## src/rtl/synth_pkg.sv

```systemverilog
// Shared synth constants and sample-format helpers for the audio output path.
package synth_pkg;

    localparam int unsigned SYNTH_WAVE_DEPTH = 8;
    localparam int unsigned SYNTH_SLOT_WIDTH = 16;

    // DAC channel select encoding on Lrclk.
    typedef enum logic {
        ChLeft  = 1'b0,
        ChRight = 1'b1
    } dac_chan_e;

    // Offset-binary to two's complement: invert the MSB of a depth-bit sample.
    // Supports depths up to 32 bits; callers truncate the result to their width.
    function automatic logic [31:0] offset_to_signed(input logic [31:0] sample,
                                                     input int unsigned depth);
        return sample ^ (32'd1 << (depth - 1));
    endfunction

endpackage

```

## src/rtl/bclk_gen.sv

```systemverilog
// Bit-clock generator: divides the system clock by 2*CLK_DIV and flags the
// system-clock cycle in which Bclk falls or rises. Shared with the ADC side.
module bclk_gen #(
    parameter int unsigned CLK_DIV = 4
) (
    input  logic clk_i,
    input  logic rst_n,
    output logic bclk_o,
    output logic fall_strobe_o,
    output logic rise_strobe_o
);

    localparam int unsigned CW = (CLK_DIV > 1) ? $clog2(CLK_DIV) : 1;
    localparam logic [CW-1:0] TERM = CW'(CLK_DIV - 1);

    logic [CW-1:0] cnt_q, cnt_d;
    logic          bclk_q, bclk_d;
    logic          term;

    // Divider count and Bclk toggle at the terminal count.
    always_comb begin
        term   = (cnt_q == TERM);
        cnt_d  = term ? '0 : cnt_q + CW'(1);
        bclk_d = term ? ~bclk_q : bclk_q;
    end

    // Divider state registers.
    always_ff @(posedge clk_i or negedge rst_n) begin
        if (!rst_n) begin
            cnt_q  <= '0;
            bclk_q <= 1'b0;
        end else begin
            cnt_q  <= cnt_d;
            bclk_q <= bclk_d;
        end
    end

    assign bclk_o        = bclk_q;
    // Strobes mark the cycle whose closing edge moves Bclk.
    assign fall_strobe_o = term & bclk_q;
    assign rise_strobe_o = term & ~bclk_q;

endmodule

```

## src/rtl/dac_serial_tx.sv

```systemverilog
// Serial transmitter to an I2S-style DAC. Mono samples are sent in both slots,
// MSB first, with a one-entry hold buffer behind a valid/ready handshake.
// Build option DAC_SERIAL_TX_I2S_DELAY_EN: data lags Lrclk by one bit (standard
// I2S); otherwise the stream is left-justified.
module dac_serial_tx
    import synth_pkg::*;
#(
    parameter int unsigned WAVE_DEPTH = SYNTH_WAVE_DEPTH,
    parameter int unsigned SLOT_WIDTH = SYNTH_SLOT_WIDTH,
    parameter int unsigned CLK_DIV    = 4
) (
    input  logic                  clk_i,
    input  logic                  rst_n,
    input  logic [WAVE_DEPTH-1:0] waveform_i,
    input  logic                  sample_valid_i,
    output logic                  sample_ready_o,
    output logic                  bclk_o,
    output logic                  lrclk_o,
    output logic                  sdata_o,
    output logic                  underrun_o
);

    localparam int unsigned FW = 2 * SLOT_WIDTH;
    localparam int unsigned KW = $clog2(FW);
    localparam logic [KW-1:0] K_LAST = KW'(FW - 1);
    localparam logic [KW-1:0] K_RIGHT = KW'(SLOT_WIDTH);
`ifdef DAC_SERIAL_TX_I2S_DELAY_EN
    localparam logic [KW-1:0] K_LOAD = KW'(1);
`else
    localparam logic [KW-1:0] K_LOAD = KW'(0);
`endif
    localparam logic [WAVE_DEPTH-1:0] MIDSCALE = WAVE_DEPTH'(1) << (WAVE_DEPTH - 1);

    logic                  fall;
    logic                  rise_strobe_unused;

    // k_q is the index of the bit slot that the next Bclk fall starts.
    logic [KW-1:0]         k_q, k_d;
    logic [FW-1:0]         sr_q, sr_d;
    logic                  sdata_q, sdata_d;
    dac_chan_e             lrclk_q, lrclk_d;
    logic                  underrun_q, underrun_d;
    logic                  full_q, full_d;
    logic                  ready_q, ready_d;
    logic [WAVE_DEPTH-1:0] buf_q, buf_d;
    logic [WAVE_DEPTH-1:0] last_q, last_d;

    logic                  load;
    logic                  accept;
    logic [WAVE_DEPTH-1:0] conv;
    logic [SLOT_WIDTH-1:0] slot_word;
    logic [FW-1:0]         frame_word;

    bclk_gen #(
        .CLK_DIV(CLK_DIV)
    ) u_bclk_gen (
        .clk_i        (clk_i),
        .rst_n        (rst_n),
        .bclk_o       (bclk_o),
        .fall_strobe_o(fall),
        .rise_strobe_o(rise_strobe_unused)
    );

    // Frame word from the buffered sample, or the previous one on underrun.
    always_comb begin
        conv       = WAVE_DEPTH'(offset_to_signed(32'(full_q ? buf_q : last_q), WAVE_DEPTH));
        slot_word  = SLOT_WIDTH'(conv) << (SLOT_WIDTH - WAVE_DEPTH);
        frame_word = {slot_word, slot_word};
        load       = fall && (k_q == K_LOAD);
        // Load sees the old buffer state, so a full buffer blocks acceptance.
        accept     = sample_valid_i && !full_q;
    end

    // Next-state for slot counter, shifter, outputs and hold buffer.
    always_comb begin
        k_d        = k_q;
        sr_d       = sr_q;
        sdata_d    = sdata_q;
        lrclk_d    = lrclk_q;
        underrun_d = 1'b0;
        full_d     = full_q;
        buf_d      = buf_q;
        last_d     = last_q;

        if (fall) begin
            k_d     = (k_q == K_LAST) ? '0 : k_q + KW'(1);
            lrclk_d = (k_q >= K_RIGHT) ? ChRight : ChLeft;
            if (load) begin
                sdata_d    = frame_word[FW-1];
                sr_d       = frame_word << 1;
                underrun_d = !full_q;
                if (full_q) begin
                    last_d = buf_q;
                    full_d = 1'b0;
                end
            end else begin
                sdata_d = sr_q[FW-1];
                sr_d    = sr_q << 1;
            end
        end

        // An empty-buffer load still captures the incoming sample for next frame.
        if (accept) begin
            buf_d  = waveform_i;
            full_d = 1'b1;
        end

        ready_d = !full_d;
    end

    // State registers.
    always_ff @(posedge clk_i or negedge rst_n) begin
        if (!rst_n) begin
            k_q        <= '0;
            sr_q       <= '0;
            sdata_q    <= 1'b0;
            lrclk_q    <= ChLeft;
            underrun_q <= 1'b0;
            full_q     <= 1'b0;
            ready_q    <= 1'b1;
            buf_q      <= '0;
            last_q     <= MIDSCALE;
        end else begin
            k_q        <= k_d;
            sr_q       <= sr_d;
            sdata_q    <= sdata_d;
            lrclk_q    <= lrclk_d;
            underrun_q <= underrun_d;
            full_q     <= full_d;
            ready_q    <= ready_d;
            buf_q      <= buf_d;
            last_q     <= last_d;
        end
    end

    assign sample_ready_o = ready_q;
    assign lrclk_o        = lrclk_q;
    assign sdata_o        = sdata_q;
    assign underrun_o     = underrun_q;

endmodule

```

## config.mk

```make
export PLATFORM = sky130hd
export DESIGN_NAME = dac_serial_tx
export DESIGN_NICKNAME = d
export VERILOG_FILES = /design/src/rtl/synth_pkg.sv /design/src/rtl/bclk_gen.sv /design/src/rtl/dac_serial_tx.sv
export SDC_FILE = /design/constraint.sdc
export NUM_CORES = 1
export LEC_CHECK = 0
export ABC_AREA = 1
export ABC_CLOCK_PERIOD_IN_PS = 1550
export BUFFER_PORTS_ARGS = -buffer_cell sky130_fd_sc_hd__buf_2
export CAP_MARGIN = 20
export CORE_ASPECT_RATIO = 2
export CORE_MARGIN = 4
export CORE_UTILIZATION = 55
export DETAILED_ROUTE_END_ITERATION = 6
export PLACE_DENSITY_LB_ADDON = 0.2
export SLEW_MARGIN = 20
export SYNTH_ARGS = -nofsm -noshare
export SYNTH_HDL_FRONTEND = slang
export SYNTH_SLANG_ARGS = --single-unit
```

## constraint.sdc

```tcl
create_clock -name clk_i -period 1.55 [get_ports clk_i]
set_input_delay 0.0775 -clock clk_i [delete_from_list [all_inputs] [get_ports clk_i]]
set_output_delay 0.0775 -clock clk_i [all_outputs]
set_load 0.02 [all_outputs]
```

==> flow_summary_export.csv, run 1 <==
group,metric,value,unit
logic_synthesis,ys_seq_area_frac,0.5441,
logic_synthesis,synth_cells,288,
floorplanning,io_pins,16,
worst_hold_path,min_path_cells,3,
routing,drt-wirelength-per-cell,12.18,µm
timing,fmax,0.6807,GHz
clocking,htree_levels,2,
floorplanning,die_h,101.3,µm
final_layout,nets,325,
placement,io_buffers,15,
clocking,clockBufferDepth,2,
critical_path,critPathMaxFanout,16,
critical_path,reg2regPathDepth,8,
grt,grt_pass1_vias,1888,
grt,grt.busiest_layer,"met2",
critical_path,worstSetupPathType,"reg -> reg",
critical_path,cp_data_required_time,1.74,ns
timing,worst_slew_pin_slew,0.6087,ns
floorplanning,die_w,54.67,µm
logic_synthesis,synth_area_per_cell,8.320,µm²
routing,firstDrtPassIters,4,
final_layout,instances_no_fill,363,
final_layout,antenna_cells,0,
clocking,clkLatencyLatePin,0.30,ns
final_layout,fillCellCount,372,
critical_path,rr_startpoint,"u_bclk_gen.cnt_q[0]",
logic_synthesis,yosys_register_bits,52,
routing,dr_total_vias,1819,
routing,drcViolationCount,0,
worst_hold_path,hp-class,"in -> reg",
logic_synthesis,netlist_area,2396,µm²
routing,wl,4420,µm
routing,drtIter0Drc,37,
logic_synthesis,async_flop_share,1.000,
critical_path,crit_path_end_kind,"flop",
clocking,path_clk_slew,0.09,ns
pwr,powerDensity,894.6,nW/µm²
critical_path,cp.arrival,1.66,ns
grt,grt_usage,0.1945,
grt,use_met2,0.3294,
logic_synthesis,yosysWarnings,0,
timing,hold_ws,0.02288,ns
timing,slew_headroom,0.5942,
logic_synthesis,synth_edf_count,0,
grt,use_met1,0.2384,
clocking,root_buffer,"clkbuf_8",
routing,postRouteAntennaNets,0,
placement,gp_congestion,0.7633,
clocking,cts_buffers,5,
timing,fin_ws,0.08096,ns
timing,hold_viol_final,0,
timing,drv_slew,0,
outcome,status,"finished clean",
timing,final.setup_skew,0.007216,ns
timing,fin_crit,1.469,ns
pwr,ir_drop,787.2,µV
critical_path,r2r_end,"full_q",
logic_synthesis,synth-main-ff-cell,"dfrtp_1",
worst_hold_path,hold-path-endpoint,"buf_q[6]",
floorplanning,design.core.area,4170,µm²
floorplanning,row_count,33,
logic_synthesis,yosysUniqueCellTypes,25,
grt,antenna_found_initial,0,
placement,place_inst,352,
pwr,leakagePower,1.448,nW
placement,dpl_worst_slack,0.002159,ns
routing,routed_via_density,5.011,
final_layout,final_common_cell,"nand2_1",
clocking,postCtsSetupRepairBufs,0,
final_layout,layout_common_cells,"120 x nand2_1, 50 x dfrtp_1, 20 x inv_1",
grt,grt_use_met3,0.03535,
critical_path,start_kind,"flop",
clocking,clock_sinks,52,
floorplanning,die-area,5540,µm²
clocking,cts_tree,"built",
timing,fin_crit_sh,0.9478,
floorplanning,start_util,0.5746,
worst_hold_path,hold_start,"waveform_i[6]",
grt,grt_pass1_wl,8031,µm
timing,setup_violations,0,
final_layout,final_core_util,0.6496,
placement,dp_hpwl,3089,µm
grt,grt_max_degree,32,
critical_path,worst-r2r-setup-slack,0.08,ns
final_layout,areaGrowthSynthToFinish,13.05,%
logic_synthesis,syn_nets,303,
pwr,finalPower,2.423,mW
job,cap_violations,0,
grt,gr-total-overflow,0,
final_layout,drive_above_1_share,0.1736,
==> critical path, cell delays in order, from the launching register on <==
cell	delay [ns]
dfrtp_1	0.35
ha_1	0.23
nand2_4	0.14
inv_8	0.13
nand2_4	0.08
nor2_8	0.12
nand2_8	0.11
o21ai_1	0.16
inv_2	0.04
==> power breakdown <==
part | internal [mW] | switching (mW) | leakage (nW) | total, mW
sequential | 1.45 | 0.0402 | 0.617 | 1.49
combinational | 0.0828 | 0.119 | 0.789 | 0.202
clock | 0.318 | 0.418 | 0.0422 | 0.736
total | 1.85 | 0.577 | 1.45 | 2.42
==> per-stage QoR <==
stage | TNS [ns] | cell area (µm²)
2_1_floorplan | 0 | 2396
3_3_place_gp | 0 | 2550
3_5_place_dp | 0 | 2550
4_1_cts | 0 | 2651
5_1_grt | -0.03578 | 2709
6_report | 0 | 2709
==> kinds of logic after synthesis <==
family / count (synthesis) / synth area share
adder cells (fa/ha/maj): 4 / 0.02089
AND/OR/NAND/NOR: 167 / 0.2987
flip-flops: 52 / 0.5441
AO/OA/AOI/OAI: 30 / 0.07467
buffers and inverters: 35 / 0.06162
==> timing repair <==
item	4_1_cts	5_1_grt
hold buffers	2	0
gates resized for setup	0	13
endpoints found under the setup margin	0	33
hold endpoints to repair	23	0
==> flip-flops by register name, indices dropped and copies added, names as in the netlist <==
signal             flops
u_bclk_gen.bclk_o      1
lrclk_o                1
buf_q                  8
k_q                    5
u_bclk_gen.cnt_q       2
full_q                 1
underrun_o             1
sample_ready_o         1
last_q                 8
sr_q                  23
sdata_o                1
==> cells in the mapped netlist (2+ instances only) <==
cell type | instances | area (µm²)
buf_2 | 5 | 25.02
nand2_1 | 120 | 450.4
ha_1 | 4 | 50.05
a21oi_1 | 9 | 45.04
inv_1 | 21 | 78.83
nand3_1 | 15 | 75.07
dfstp_2 | 2 | 52.55
nand2_2 | 2 | 12.51
o21ai_0 | 12 | 60.06
dfrtp_1 | 50 | 1251
inv_2 | 3 | 11.26
clkbuf_1 | 4 | 15.01
nor2_1 | 20 | 75.07
nand2_4 | 2 | 22.52
nor3_1 | 3 | 15.01
o21ai_2 | 7 | 61.31
==> metal layers <==
metal,share of wire,wire length (µm),vias up
met2,0.55,2449,18
met1,0.41,1824,855
li1,-,-,942
met3,0.023,100,4
met4,0.010,45,0
met5,0,0,-
==> worst max path at each step <==
stage | startpoint | to | slack [ns] | cells past startpoint
final | u_bclk_gen.cnt_q[0] | full_q | 0.08 | 8
after global routing | k_q[1] | sr_q[12] | -0.01 | 9
after CTS | u_bclk_gen.cnt_q[0] | full_q | 0.003 | 8
after detailed placement | k_q[0] | sr_q[12] | 0.002 | 9
after global placement | u_bclk_gen.cnt_q[0] | full_q | 0.03 | 8
after floorplan | k_q[0] | sr_q[10] | 0.1 | 10
==> final cells by class <==
class                           count  area, µm²  area share
Timing Repair Buffer               24      163.9     0.06051
Sequential cell                    52       1304      0.4813
Multi-Input combinational cell    202      993.5      0.3667
Clock inverter                      1      5.005    0.001848
Inverter                           25      101.3     0.03741
Clock buffer                        7      76.32     0.02818
Tap cell                           52      65.06     0.02402
No activity file was read; power rests on OpenSTA's default activity.
==> run 2, diff against run 1 <==
--- a/config.mk
+++ b/config.mk
@@ -9,7 +9,6 @@
 export ABC_CLOCK_PERIOD_IN_PS = 1550
 export BUFFER_PORTS_ARGS = -buffer_cell sky130_fd_sc_hd__buf_2
 export CAP_MARGIN = 20
-export CORE_ASPECT_RATIO = 2
 export CORE_MARGIN = 4
 export CORE_UTILIZATION = 55
 export DETAILED_ROUTE_END_ITERATION = 6
==> run 2 against run 1 <==
Routed wire length rose by 0.23%. Cell count rose by 0.55%. Sequential cell count did not move. Die area fell by 1.1%. Critical endpoint is now sr_q[30].
==> flow_summary_export.csv, run 2 (synthesis results as in run 1) <==
group,metric,value,unit
outcome,status,"finished clean",
routing,routed_via_density,5.025,
worst_hold_path,hold_start,"waveform_i[5]",
critical_path,crit_buf_inv,2,
pwr,leakagePower,1.458,nW
critical_path,critPathSlowestCell,"dfrtp_1",
timing,tns,0,ns
routing,met3RoutedLength,137,µm
pwr,p_int,1.894,mW
critical_path,cp_top_family,"simple AND/OR/NAND/NOR gates",
routing,drt-wirelength-per-cell,12.14,µm
routing,dr_total_vias,1834,
final_layout,layout_common_cells,"119 x nand2_1, 50 x dfrtp_1, 19 x nor2_1, 19 x inv_1",
timing,setup_violations,0,
critical_path,critPathMaxFanout,4,
grt,grt_max_degree,36,
grt,grt_pass1_wl,7866,µm
pwr,seq_power_share,0.602,
critical_path,reg2regPathDepth,9,
timing,final.setup_skew,0.009167,ns
placement,place_area,2547,µm²
worst_hold_path,hp-class,"in -> reg",
timing,worst_slew_pin_slew,0.3253,ns
critical_path,worstSetupPathType,"reg -> reg",
floorplanning,row_count,23,
placement,gp_congestion,0.7731,
final_layout,reg_top3,"sr_q: 23 flops, buf_q: 8 flops, last_q: 8 flops",
floorplanning,die_w,74.01,µm
critical_path,crit_path_end_kind,"flop",
critical_path,rr_startpoint,"k_q[0]",
routing,dr_wl_met2,2102,µm
timing,slew_headroom,0.7831,
pwr,swShare,0.2343,
routing,drtIter0Drc,103,
routing,postRouteAntennaNets,0,
pwr,p_clk_frac,0.313,
critical_path,crit_top_cell,"nand2_1",
final_layout,largest_reg_flops,23,
critical_path,worst-r2r-setup-slack,0.10,ns
pwr,ir_drop,677.1,µV
clocking,cts_buffers,5,
final_layout,final_common_cell,"nand2_1",
floorplanning,die_h,74.01,µm
timing,fmax,0.6897,GHz
clocking,cts_tree,"built",
placement,io_buffers,15,
pwr,finalPower,2.473,mW
critical_path,cp_data_required_time,1.75,ns
final_layout,drive_above_1_share,0.1937,
clocking,htree_levels,2,
critical_path,cp.arrival,1.65,ns
routing,wl,4430,µm
clocking,path_clk_slew,0.09,ns
floorplanning,die-area,5477,µm²
critical_path,crit_chain,"inv_2, ha_4, inv_1, nor2_4, nand3_2, nand2_1, nand2_1, nand2_1, nand2_1",
routing,m1WireLength,2135,µm
routing,drcViolationCount,0,
grt,gr-total-overflow,0,
critical_path,slowest_delay,0.41,ns
final_layout,nets,329,
final_layout,areaGrowthSynthToFinish,15.82,%
final_layout,top_register,"sr_q",
placement,dp_hpwl,2926,µm
clocking,root_buffer,"clkbuf_8",
routing,firstDrtPassIters,4,
timing,fin_crit,1.450,ns
clocking,clock_sinks,52,
critical_path,start_kind,"flop",
pwr,p_comb_frac,0.085,
pwr,power_switching,579.4,µW
worst_hold_path,hold-path-endpoint,"buf_q[5]",
floorplanning,io_pins,16,
floorplanning,design.core.area,4115,µm²
floorplanning,start_util,0.5822,
critical_path,r2r_end,"sr_q[30]",
timing,fin_crit_sh,0.9355,
routing,routed.top_layer,"met4",
final_layout,antenna_cells,0,
worst_hold_path,min_path_cells,3,
job,cap_violations,0,
grt,antenna_found_initial,0,
clocking,clkLatencyLatePin,0.30,ns
grt,grt_usage,0.1885,
final_layout,stdcell_area,2775,µm²
timing,drv_slew,0,
grt,grt_pass1_vias,1730,
pwr,powerDensity,891.3,nW/µm²
clocking,clockBufferDepth,2,
timing,hold_viol_final,0,
run 2: metal layers:
| metal | track usage | vias up |
|---|---|---|
| li1 | - | 949 |
| met1 | 0.2616 | 855 |
| met2 | 0.3041 | 23 |
| met3 | 0.03243 | 7 |
| met4 | 0.06036 | 0 |
| met5 | 0 | - |
run 2: final cells by class:
| cell class | count | area, µm² |
|---|---|---|
| flip-flops and latches | 52 | 1304 |
| inverters | 25 | 106.4 |
| clock buffers | 8 | 90.09 |
| repair buffers | 26 | 178.9 |
| well taps | 50 | 62.56 |
| multi-input cells | 204 | 1033 |
| fillers | 340 | 1340 |
run 2: power by group through the flow:
stage                     Sequential [mW]  Clock (mW)  Combinational [mW]
final                                1.49       0.775               0.211
after global routing                 1.50       0.865               0.253
after CTS                            1.49       0.793               0.215
after detailed placement             1.51           0               0.209
after global placement               1.51           0               0.205
after floorplan                      1.51           0               0.128
run 2: worst reg2reg max path: stages (launching register included):
cell and delay (ns):
dfrtp_1 0.41, inv_2 0.08, ha_4 0.14, inv_1 0.06, nor2_4 0.24, nand3_2 0.19
nand2_1 0.09, nand2_1 0.05, nand2_1 0.05, nand2_1 0.04
run 2: worst max-delay path by stage:
stage                       from        to  slack, ns  cells past startpoint
final                     k_q[0]  sr_q[30]       0.10                      9
after global routing      k_q[0]  sr_q[26]     -0.008                      9
after CTS                 k_q[0]  sr_q[29]     -0.001                      8
after detailed placement  k_q[0]  sr_q[15]      -0.01                      9
after global placement    k_q[0]  sr_q[11]      0.004                      9
after floorplan           k_q[0]  sr_q[10]        0.1                     10
run 2: timing repair:
action / 4_1_cts / 5_1_grt
pin swaps: 1 / 4
hold buffers: 2 / 0
buffers inserted: 0 / 2
gates cloned: 1 / 2
gates resized for setup: 4 / 14
endpoints found under the hold margin: 53 / 0
endpoints found under the setup margin: 15 / 33
run 2: metrics by stage:
stage	setup slack, ns	util	hold slack (ns)	std cells
floorplan	0.09869	-	-0.2181	288
CTS	-0.001131	0.6528	0.02462	361
global placement	0.003501	0.6190	0.06986	350
detailed placement	-0.01162	0.6190	0.07277	350
global route	-0.007967	0.6744	0.03812	365
finish	0.1000	0.6744	0.02943	365
==> run 3, diff against run 2 <==
--- a/config.mk
+++ b/config.mk
@@ -10,7 +10,7 @@
 export BUFFER_PORTS_ARGS = -buffer_cell sky130_fd_sc_hd__buf_2
 export CAP_MARGIN = 20
 export CORE_MARGIN = 4
-export CORE_UTILIZATION = 55
+export CORE_UTILIZATION = 47
 export DETAILED_ROUTE_END_ITERATION = 6
 export PLACE_DENSITY_LB_ADDON = 0.2
 export SLEW_MARGIN = 20
==> run 3 against run 2 <==
Core utilization decreased by 8.3 points. Clock skew about the same. Largest cell class unchanged. Sequential share of layout area decreased by 1.2 points. Highest routed layer unchanged.
==> flow_summary_export.csv, run 3 (synthesis results as in run 1) <==
group,metric,value,unit
outcome,status,"finished clean",
clocking,clockBufferDepth,2,
final_layout,final_core_util,0.5914,
clocking,path_clk_slew,0.09,ns
final_layout,final_common_cell,"nand2_1",
final_layout,areaGrowthSynthToFinish,18.90,%
placement,gp_congestion,0.7912,
worst_hold_path,hp-class,"in -> reg",
final_layout,nets,327,
clocking,clkLatencyLatePin,0.30,ns
grt,gr-total-overflow,0,
routing,postRouteAntennaNets,0,
worst_hold_path,hold_start,"waveform_i[1]",
critical_path,crit_start,"k_q[0]",
critical_path,worstSetupPathType,"reg -> reg",
worst_hold_path,hold-path-endpoint,"buf_q[1]",
timing,final.setup_skew,0.009404,ns
clocking,cts_tree,"built",
final_layout,top_register,"sr_q",
timing,fin_crit,1.446,ns
routing,dr_total_vias,1796,
pwr,power_switching,611.5,µW
grt,grt_pass1_wl,7810,µm
timing,slew_headroom,0.6739,
final_layout,layout_common_cells,"120 x nand2_1, 50 x dfrtp_1, 19 x nor2_1, 19 x inv_1",
critical_path,rr_startpoint,"k_q[0]",
floorplanning,design.core.area,4817,µm²
floorplanning,row_count,25,
clocking,clock_sinks,52,
critical_path,worst-r2r-setup-slack,0.10,ns
routing,drcViolationCount,0,
floorplanning,io_pins,16,
routing,wl,4413,µm
placement,place_area,2569,µm²
pwr,swShare,0.2076,
timing,setup_violations,0,
grt,grt_pass1_vias,1745,
critical_path,start_kind,"flop",
critical_path,cp.arrival,1.67,ns
worst_hold_path,min_path_cells,3,
timing,drv_slew,0,
critical_path,crit_path_end_kind,"flop",
final_layout,stdcell_area,2849,µm²
pwr,ir_drop,709.2,µV
pwr,p_comb_frac,0.070,
timing,hold_viol_final,0,
final_layout,reg_top3,"sr_q: 23 flops, buf_q: 8 flops, last_q: 8 flops",
timing,fin_crit_sh,0.9327,
critical_path,cp_data_required_time,1.78,ns
floorplanning,die-area,6304,µm²
final_layout,antenna_cells,0,
timing,fmax,0.6917,GHz
routing,routed_via_density,4.726,
pwr,powerDensity,1034,nW/µm²
critical_path,critPathMaxFanout,3,
final_layout,drive_above_1_share,0.1949,
floorplanning,start_util,0.4974,
pwr,leakagePower,1.489,nW
final_layout,largest_reg_flops,23,
timing,hold_ws,0.02133,ns
pwr,seq_power_share,0.506,
routing,drt-wirelength-per-cell,11.61,µm
pwr,p_int,2.334,mW
clocking,cts_buffers,5,
clocking,htree_levels,2,
timing,worst_slew_pin_slew,0.4891,ns
critical_path,r2r_end,"k_q[3]",
pwr,p_clk_frac,0.424,
grt,grt_usage,0.1584,
grt,antenna_found_initial,0,
routing,drtIter0Drc,124,
placement,io_buffers,15,
placement,dp_hpwl,2962,µm
job,cap_violations,0,
grt,grt_max_degree,33,
floorplanning,die_h,79.40,µm
critical_path,reg2regPathDepth,8,
clocking,root_buffer,"clkbuf_8",
routing,firstDrtPassIters,5,
floorplanning,die_w,79.40,µm
-- run 3: cell types whose count changed in the layout (fill, tap and decap cells not counted) --
cell | previous run | this run
bufinv_16 | 0 | 3
nand2_2 | 2 | 1
clkbuf_8 | 6 | 5
nand3_2 | 2 | 1
nand2_1 | 119 | 120
o21ai_0 | 12 | 11
clkbuf_1 | 2 | 0
o21ai_2 | 7 | 8
buf_4 | 7 | 6
-- run 3: area by class of cell --
cell class / count / area, µm²
inverter: 25 / 106.4
fill: 454 / 1968
sequential: 52 / 1304
timing repair buffer: 25 / 171.4
multi-input combinational: 203 / 1025
clock buffer: 5 / 68.82
tap: 67 / 83.83
clock inverter: 3 / 90.09
-- run 3: power by group through the flow --
stage | Sequential (mW) | Combinational [mW] | Clock (mW)
4_1_cts | 1.49 | 0.210 | 1.27
3_3_place_gp | 1.51 | 0.204 | 0
2_1_floorplan | 1.51 | 0.128 | 0
3_5_place_dp | 1.52 | 0.205 | 0
5_1_grt | 1.50 | 0.244 | 1.34
6_report | 1.49 | 0.206 | 1.25
-- run 3: worst max path at each step --
stage	end	slack, ns	depth (start not counted)
floorplan	sr_q[10]	0.1	10
global placement	sr_q[31]	0.07	9
detailed placement	sr_q[28]	0.03	9
CTS	sr_q[26]	0.005	9
global route	k_q[3]	-0.0007	8
finish	k_q[3]	0.10	8
-- run 3: through the flow --
step / power [mW] / setup slack, ns / setup TNS, ns / cells
global route: 3.084 / -0.0006575 / -0.0006575 / 380
global placement: 1.717 / 0.06593 / 0 / 367
floorplan: 1.636 / 0.09869 / 0 / 288
CTS: 2.977 / 0.004721 / 0 / 377
finish: 2.946 / 0.1043 / 0 / 380
detailed placement: 1.722 / 0.03162 / 0 / 367
-- run 3: layer usage --
layer  track usage  vias to the layer above  share of wire
li1              -                      946              -
met1        0.2274                      813           0.51
met2        0.2348                       29           0.44
met3       0.03273                        8          0.039
met4       0.06186                        0          0.017
met5             0                        -              0
-- run 3: worst max-delay path: stages, from the launching register on --
cell     delay (ns)
dfrtp_1        0.40
buf_4          0.14
ha_1           0.22
nand2_1        0.08
nor2_1         0.04
ha_1           0.19
inv_1          0.08
nor2_1         0.05
nor3_1         0.17
-- run 3: what timing repair did --
action / 4_1_cts / 5_1_grt
hold endpoints to repair: 19 / 0
setup buffers: 0 / 1
resized for setup: 0 / 19
setup endpoints to repair: 0 / 33
hold buffers: 2 / 0
